===== src/rtl/mul3_seq_pkg.sv =====
// Shared types and helpers for the sequential three-operand multiplier.
package mul3_pkg;

  typedef enum logic [1:0] {
    IDLE,
    MUL1,
    MUL2,
    DONE
  } state_e;

  // Counter width wide enough to index the longer of the two multiplier operands.
  function automatic int cnt_width(input int wb, input int wc);
    int m;
    m = (wb > wc) ? wb : wc;
    return (m <= 1) ? 1 : $clog2(m);
  endfunction

endpackage


===== src/rtl/mul3_seq_if.sv =====
// Operand/result handshake bundle between a producer, mul3_seq and a consumer.
interface mul3_seq_if #(
  parameter int WA = 4,
  parameter int WB = 4,
  parameter int WC = 8
);
  logic                  in_valid;
  logic                  in_ready;
  logic [WA-1:0]         a;
  logic [WB-1:0]         b;
  logic [WC-1:0]         c;
  logic                  out_valid;
  logic                  out_ready;
  logic [WA+WB-1:0]      P1;
  logic [WA+WB+WC-1:0]   P2;
  logic                  busy;

  modport master (
    output in_valid, a, b, c, out_ready,
    input  in_ready, out_valid, P1, P2, busy
  );

  modport slave (
    input  in_valid, a, b, c, out_ready,
    output in_ready, out_valid, P1, P2, busy
  );
endinterface


===== src/rtl/mul3_seq_mul_shift_add.sv =====
// One-bit-per-clock shift-add multiplier: start loads operands, done marks the
// cycle whose product output is the final result.
module mul_shift_add
  import mul3_pkg::*;
#(
  parameter int WM = 4,
  parameter int WN = 4,
  parameter int CW = 3
) (
  input  logic             clk,
  input  logic             rst,
  input  logic             start,
  input  logic [WM-1:0]    mcand,
  input  logic [WN-1:0]    mplier,
  output logic             done,
  output logic [WM+WN-1:0] product
);
  localparam int WP = WM + WN;
  localparam logic [CW-1:0] LAST = CW'(WN - 1);

  logic            run_q, run_d;
  logic [CW-1:0]   cnt_q, cnt_d;
  logic [WM-1:0]   mcand_q, mcand_d;
  logic [WN-1:0]   mplier_q, mplier_d;
  logic [WP-1:0]   acc_q, acc_d;
  logic [WP-1:0]   addend;

  // product is acc plus this cycle's partial term, so the last step is visible
  // combinationally and the parent can latch it on the same edge it finishes.
  always_comb begin
    addend  = mplier_q[0] ? ({{WN{1'b0}}, mcand_q} << cnt_q) : '0;
    product = acc_q + addend;
    done    = run_q && (cnt_q == LAST);
  end

  // NOTE: every always_comb output is given a default first so no latch is inferred.
  always_comb begin
    run_d    = run_q;
    cnt_d    = cnt_q;
    mcand_d  = mcand_q;
    mplier_d = mplier_q;
    acc_d    = acc_q;
    if (start) begin
      run_d    = 1'b1;
      cnt_d    = '0;
      mcand_d  = mcand;
      mplier_d = mplier;
      acc_d    = '0;
    end else if (run_q) begin
      acc_d    = product;
      mplier_d = mplier_q >> 1;
      cnt_d    = cnt_q + CW'(1);
      if (done) begin
        run_d = 1'b0;
        cnt_d = '0;
      end
    end
  end

  // NOTE: sequential state uses non-blocking assignments so every flop samples pre-edge values.
  always_ff @(posedge clk) begin
    if (rst) begin
      run_q    <= 1'b0;
      cnt_q    <= '0;
      mcand_q  <= '0;
      mplier_q <= '0;
      acc_q    <= '0;
    end else begin
      run_q    <= run_d;
      cnt_q    <= cnt_d;
      mcand_q  <= mcand_d;
      mplier_q <= mplier_d;
      acc_q    <= acc_d;
    end
  end

endmodule


===== src/rtl/mul3_seq.sv =====
// Sequential a*b*c multiplier with valid/ready handshakes: stage 1 forms P1=a*b,
// stage 2 forms P2=P1*c, one multiplier bit per clock each.
module mul3_seq
  import mul3_pkg::*;
#(
  parameter int WA = 4,
  parameter int WB = 4,
  parameter int WC = 8
) (
  input logic       clk,
  input logic       rst,
  mul3_seq_if.slave bus
);
  localparam int CW = cnt_width(WB, WC);
  localparam int W1 = WA + WB;
  localparam int W2 = WA + WB + WC;

  state_e          state_q, state_d;
  logic [WC-1:0]   c_q, c_d;
  logic [W1-1:0]   p1_q, p1_d;
  logic [W2-1:0]   p2_q, p2_d;
  logic            in_ready_q, out_valid_q, busy_q;

  logic            start1, start2, s1_done, s2_done;
  logic [W1-1:0]   s1_product;
  logic [W2-1:0]   s2_product;

  assign start1 = (state_q == IDLE) && bus.in_valid;
  assign start2 = s1_done;

  mul_shift_add #(.WM(WA), .WN(WB), .CW(CW)) u_stage1 (
    .clk     (clk),
    .rst     (rst),
    .start   (start1),
    .mcand   (bus.a),
    .mplier  (bus.b),
    .done    (s1_done),
    .product (s1_product)
  );

  mul_shift_add #(.WM(W1), .WN(WC), .CW(CW)) u_stage2 (
    .clk     (clk),
    .rst     (rst),
    .start   (start2),
    .mcand   (s1_product),
    .mplier  (c_q),
    .done    (s2_done),
    .product (s2_product)
  );

  always_comb begin
    state_d = state_q;
    c_d     = c_q;
    p1_d    = p1_q;
    p2_d    = p2_q;
    unique case (state_q)
      IDLE: if (bus.in_valid) begin
        c_d     = bus.c;
        state_d = MUL1;
      end
      MUL1: if (s1_done) begin
        p1_d    = s1_product;
        state_d = MUL2;
      end
      MUL2: if (s2_done) begin
        p2_d    = s2_product;
        state_d = DONE;
      end
      DONE: if (bus.out_ready) state_d = IDLE;
      default: state_d = IDLE;
    endcase
  end

  // Handshake outputs are registered from the next state so they align with it.
  always_ff @(posedge clk) begin
    if (rst) begin
      state_q     <= IDLE;
      c_q         <= '0;
      p1_q        <= '0;
      p2_q        <= '0;
      in_ready_q  <= 1'b1;
      out_valid_q <= 1'b0;
      busy_q      <= 1'b0;
    end else begin
      state_q     <= state_d;
      c_q         <= c_d;
      p1_q        <= p1_d;
      p2_q        <= p2_d;
      in_ready_q  <= (state_d == IDLE);
      out_valid_q <= (state_d == DONE);
      busy_q      <= (state_d == MUL1) || (state_d == MUL2);
    end
  end

  assign bus.in_ready  = in_ready_q;
  assign bus.out_valid = out_valid_q;
  assign bus.busy      = busy_q;
  assign bus.P1        = p1_q;
  assign bus.P2        = p2_q;

endmodule


===== src/flat_wrapper.sv =====
// flat-port wrapper written by rule: the top's interface ports become plain ports
module mul3_seq_flat import mul3_pkg::*;
#(
  parameter int WA = 4,
  parameter int WB = 4,
  parameter int WC = 8
)
  (clk, rst, bus_in_valid, bus_a, bus_b, bus_c, bus_out_ready, bus_in_ready, bus_out_valid, bus_P1, bus_P2, bus_busy);
  mul3_seq_if #(.WA(WA), .WB(WB), .WC(WC)) bus_i ();
  input logic clk;
  input logic rst;
  input wire logic [$bits(bus_i.in_valid)-1:0] bus_in_valid;
  input wire logic [$bits(bus_i.a)-1:0] bus_a;
  input wire logic [$bits(bus_i.b)-1:0] bus_b;
  input wire logic [$bits(bus_i.c)-1:0] bus_c;
  input wire logic [$bits(bus_i.out_ready)-1:0] bus_out_ready;
  output wire logic [$bits(bus_i.in_ready)-1:0] bus_in_ready;
  output wire logic [$bits(bus_i.out_valid)-1:0] bus_out_valid;
  output wire logic [$bits(bus_i.P1)-1:0] bus_P1;
  output wire logic [$bits(bus_i.P2)-1:0] bus_P2;
  output wire logic [$bits(bus_i.busy)-1:0] bus_busy;
  assign bus_i.in_valid = bus_in_valid;
  assign bus_i.a = bus_a;
  assign bus_i.b = bus_b;
  assign bus_i.c = bus_c;
  assign bus_i.out_ready = bus_out_ready;
  assign bus_in_ready = bus_i.in_ready;
  assign bus_out_valid = bus_i.out_valid;
  assign bus_P1 = bus_i.P1;
  assign bus_P2 = bus_i.P2;
  assign bus_busy = bus_i.busy;
  mul3_seq #(.WA(WA), .WB(WB), .WC(WC)) u_core (.clk(clk), .rst(rst), .bus(bus_i));
endmodule

===== config.mk =====
export PLATFORM = sky130hd
export DESIGN_NAME = mul3_seq_flat
export DESIGN_NICKNAME = d
export VERILOG_FILES = /design/src/rtl/mul3_seq_pkg.sv /design/src/rtl/mul3_seq_if.sv /design/src/rtl/mul3_seq_mul_shift_add.sv /design/src/rtl/mul3_seq.sv /design/src/flat_wrapper.sv
export SDC_FILE = /design/constraint.sdc
export NUM_CORES = 1
export LEC_CHECK = 0
export ABC_AREA = 0
export BUFFER_PORTS_ARGS = -buffer_cell sky130_fd_sc_hd__clkbuf_2
export CAP_MARGIN = 25
export CORE_MARGIN = 2
export CORE_UTILIZATION = 50
export CTS_CLUSTER_DIAMETER = 80
export DETAILED_ROUTE_END_ITERATION = 8
export PLACE_DENSITY = 0.69
export SLEW_MARGIN = 20
export SYNTH_ARGS = -nofsm -noshare
export SYNTH_HDL_FRONTEND = slang
export SYNTH_HIERARCHICAL = 1
export SYNTH_SLANG_ARGS = --single-unit

===== constraint.sdc =====
create_clock -name clk -period 3.5 [get_ports clk]
set_input_delay 0.7 -clock clk [delete_from_list [all_inputs] [get_ports clk]]
set_output_delay 0.7 -clock clk [all_outputs]
set_load 0.01 [all_outputs]

==> impl_metrics.toml <==
[drt]
dr.pass1.iters = 5
ant_nets = 0
drt_iter0_drc = 177
vias = 4310
routed_wl_um = 11100
drcViolationCount = 0
wl_per_cell_um = 14.2
viasPerCell = 5.53

[die]
pin_count = 47
die_area_sq_mm = 0.0112
die_y_um = 106
start_util_pct = 50.7
die_w_um = 106
placementRows = 37
core_area_sq_mm = 0.0102

[timing]
period_share_pct = 91.1
hold_ws_ps = 459
rsz0062_at_grt = "false"
hold_viol_final = 0
fin_crit_ps = 3190
setup_violations = 0
fmax_mhz = 314
finalSetupTns_ps = 0
worstMarginPinSlew_ps = 597
clock-skew-final_ps = 14.4
slew_viol_final = 0
relSlewSlack_pct = 60.1

[power]
total_power_mw = 1.90
p_leak_nw = 2.47
ir_drop_mv = 0.232
powerDensity_mw_per_mm2 = 335

[outcome]
status = "completed"

[setup_path]
slowest_delay_ps = 520
critPathMaxFanout = 15
crit_buf_inv = 0
startpoint_type = "register"
cp_data_arrival_time_ps = 3490
path_depth = 12
cp_top_family = "compound AO/OA/AOI/OAI gates"
crit_path_top_delay_cell = "dfxtp_2"
cp_cell_sequence = "mux2_2 > and2_1 > o311a_1 > ha_1 > a211oi_1 > nor3_1 > o211ai_1 > o311ai_0 > a21oi_1 > xnor2_1 > nand2_1 > a21oi_1"
path_class = "reg -> reg"
r2r_cells = 12
critPathCaptureType = "register"
crit_top_cell = "a21oi_1"
crit_required_ps = 3800

[cts]
cts-root-buf = "clkbuf_8"
h-tree-depth = 3
clkSinkCount = 93
hold_buffers = 0
path_clk_slew_ps = 90
cts-buffers-inserted = 9
ctsResizeCount = 0
clock_latency_ps = 360
cts_buffer_depth = 2
cts_setup_buffers = 0
cts_tree = "done"

[synthesis]
synth_edf_count = 0
syn_avg_cell_area_sq_um = 8.41
synthesis.area_sq_mm = 0.00516
synth-warning-count = 6
ys_seq_area_share_pct = 36.1
synthCells = 614
async_flop_share_pct = 0
synth_cell_types = 65
synth_ff_type = "dfxtp_1"
syn-num-nets = 661
ys_ff_latch = 93

[grt]
use_met1_pct = 25.8
met3_usage_pct = 4.27
met2_usage_pct = 32.5
top_usage_layer = "met2"
grtUsageTotal_pct = 19.9
grt-ovfl-total = 0
grt_max_degree = 32
grt_pass1_wl_um = 18200
antenna_found_initial = 0
grt_pass1_vias = 3893

[placement]
place_congestion = 0.913
port_buffers = 46
dpl_cell_area_sq_mm = 0.00546
post-dp-hpwl_um = 8020

[cells_and_area]
fin_area_sq_mm = 0.00565
syn2layout_area_growth_pct = 9.50
antennaDiodeCount = 0
layout.nets = 686
fill_cells = 991
drive_gt1_share_pct = 14.3

[hold_path]
holdPathStages = 2
hold_path_class = "reg -> reg"

[flow_run]
cap_violations = 0
## layout make-up
| class | instances | area, sq um | share of cell area [%] |
|---|---|---|---|
| sequential | 93 | 1860 | 32.9 |
| tap | 136 | 170 | 3.01 |
| multi-input combinational | 464 | 3070 | 54.3 |
| clock inverter | 5 | 41.3 | 0.730 |
| clock buffer | 11 | 151 | 2.68 |
| timing repair buffer | 55 | 298 | 5.27 |
| inverter | 16 | 60.1 | 1.06 |
## sequential cells by signal (all words and copies together) (netlist names)
name                      flops
u_core/bus.P2                16
u_core/u_stage2/acc_q        16
u_core/bus.P1                 8
u_core/c_q                    8
u_core/u_stage1/acc_q         8
u_core/u_stage2/mcand_q       8
u_core/u_stage2/mplier_q      8
u_core/u_stage1/mcand_q       4
u_core/u_stage1/mplier_q      4
u_core/u_stage1/cnt_q         3
u_core/u_stage2/cnt_q         3
u_core/state_q                2
u_core/bus.busy               1
u_core/bus.in_ready           1
u_core/bus.out_valid          1
u_core/u_stage1/run_q         1
u_core/u_stage2/run_q         1
## kinds of logic after synthesis
| logic type | after synthesis | share of synthesized area [%] |
|---|---|---|
| AO/OA/AOI/OAI | 108 | 14.0 |
| XOR/XNOR | 18 | 3.05 |
| adder cells (fa/ha/maj) | 27 | 6.83 |
| buffers and inverters | 57 | 4.63 |
| flip-flops | 93 | 36.1 |
| multiplexers | 70 | 14.2 |
| AND/OR/NAND/NOR | 241 | 21.3 |
## through the flow
step / setup slack [ps] / util, % / cells
floorplan: 399 / - / 614
global placement: 266 / 53.6 / 764
detailed placement: 178 / 53.6 / 764
CTS: 160 / 55.5 / 780
global route: 4.29 / 55.5 / 780
finish: 310 / 55.5 / 780
## where the power goes
| part | internal, mW | total, mW | switching, mW | leakage (nW) |
|---|---|---|---|---|
| Sequential | 1.07 | 1.09 | 0.0161 | 0.753 |
| Clock | 0.304 | 0.701 | 0.397 | 0.0926 |
| Combinational | 0.0449 | 0.105 | 0.0601 | 1.62 |
## Yosys cell counts, types with 4 or more instances
library cell	n	share of area (%)
nor2b_1	7	0.85
buf_2	6	0.58
o21ai_0	10	0.97
nor2_1	109	7.9
a31oi_1	4	0.48
nor3_1	6	0.58
xnor2_1	14	2.4
nand2b_1	6	0.73
mux2i_1	63	12
o211ai_1	4	0.58
mux2_2	5	1.1
xor2_1	4	0.68
buf_1	6	0.44
or3_1	7	0.85
a21o_1	9	1.3
a21oi_1	47	4.6
and3_1	8	0.97
nand2_1	59	4.3
nand3_1	12	1.2
clkbuf_1	24	1.7
ha_1	25	6.1
inv_1	16	1.2
dfxtp_1	93	36
and2_1	4	0.48
nor3b_1	4	0.58
nand4_1	5	0.61
## per-layer routing
layer,vias to the layer above,part of all wire [%]
met5,-,0
met4,0,1.8
met3,23,4.7
met2,107,47
met1,2011,47
li1,2169,-
## path summary, 6_finish.rpt
path	from	end	slack [ps]
max reg2reg	u_core/u_stage2/cnt_q[1]$_SDFFE_PP0P_	u_core/bus.P2[15]$_SDFFE_PP0P_	310
min	u_core/bus.P2[10]$_SDFFE_PP0P_	u_core/bus.P2[10]$_SDFFE_PP0P_	460
max	u_core/u_stage2/cnt_q[1]$_SDFFE_PP0P_	u_core/bus.P2[15]$_SDFFE_PP0P_	310
min reg2reg	u_core/bus.P2[10]$_SDFFE_PP0P_	u_core/bus.P2[10]$_SDFFE_PP0P_	460
## worst min-delay path, stage by stage (launching register included)
cell and delay [ps]:
dfxtp_1 320, nand2_1 50, a21oi_1 50
## cell usage in the layout, fill, tap and decap left out, types with 5 or more instances in the layout
cell type | netlist | final
a21o_1 | 9 | 9
a21oi_1 | 47 | 47
and3_1 | 8 | 8
buf_4 | 2 | 9
clkbuf_2 | 2 | 46
clkbuf_8 | 0 | 11
dfxtp_1 | 93 | 92
ha_1 | 25 | 25
inv_1 | 16 | 16
mux2_2 | 5 | 5
mux2i_1 | 63 | 63
nand2_1 | 59 | 59
nand2b_1 | 6 | 6
nand3_1 | 12 | 12
nand4_1 | 5 | 5
nor2_1 | 109 | 108
nor2b_1 | 7 | 7
nor3_1 | 6 | 6
o21ai_0 | 10 | 10
or3_1 | 7 | 7
xnor2_1 | 14 | 14
Power figures use the tool's default switching activity.
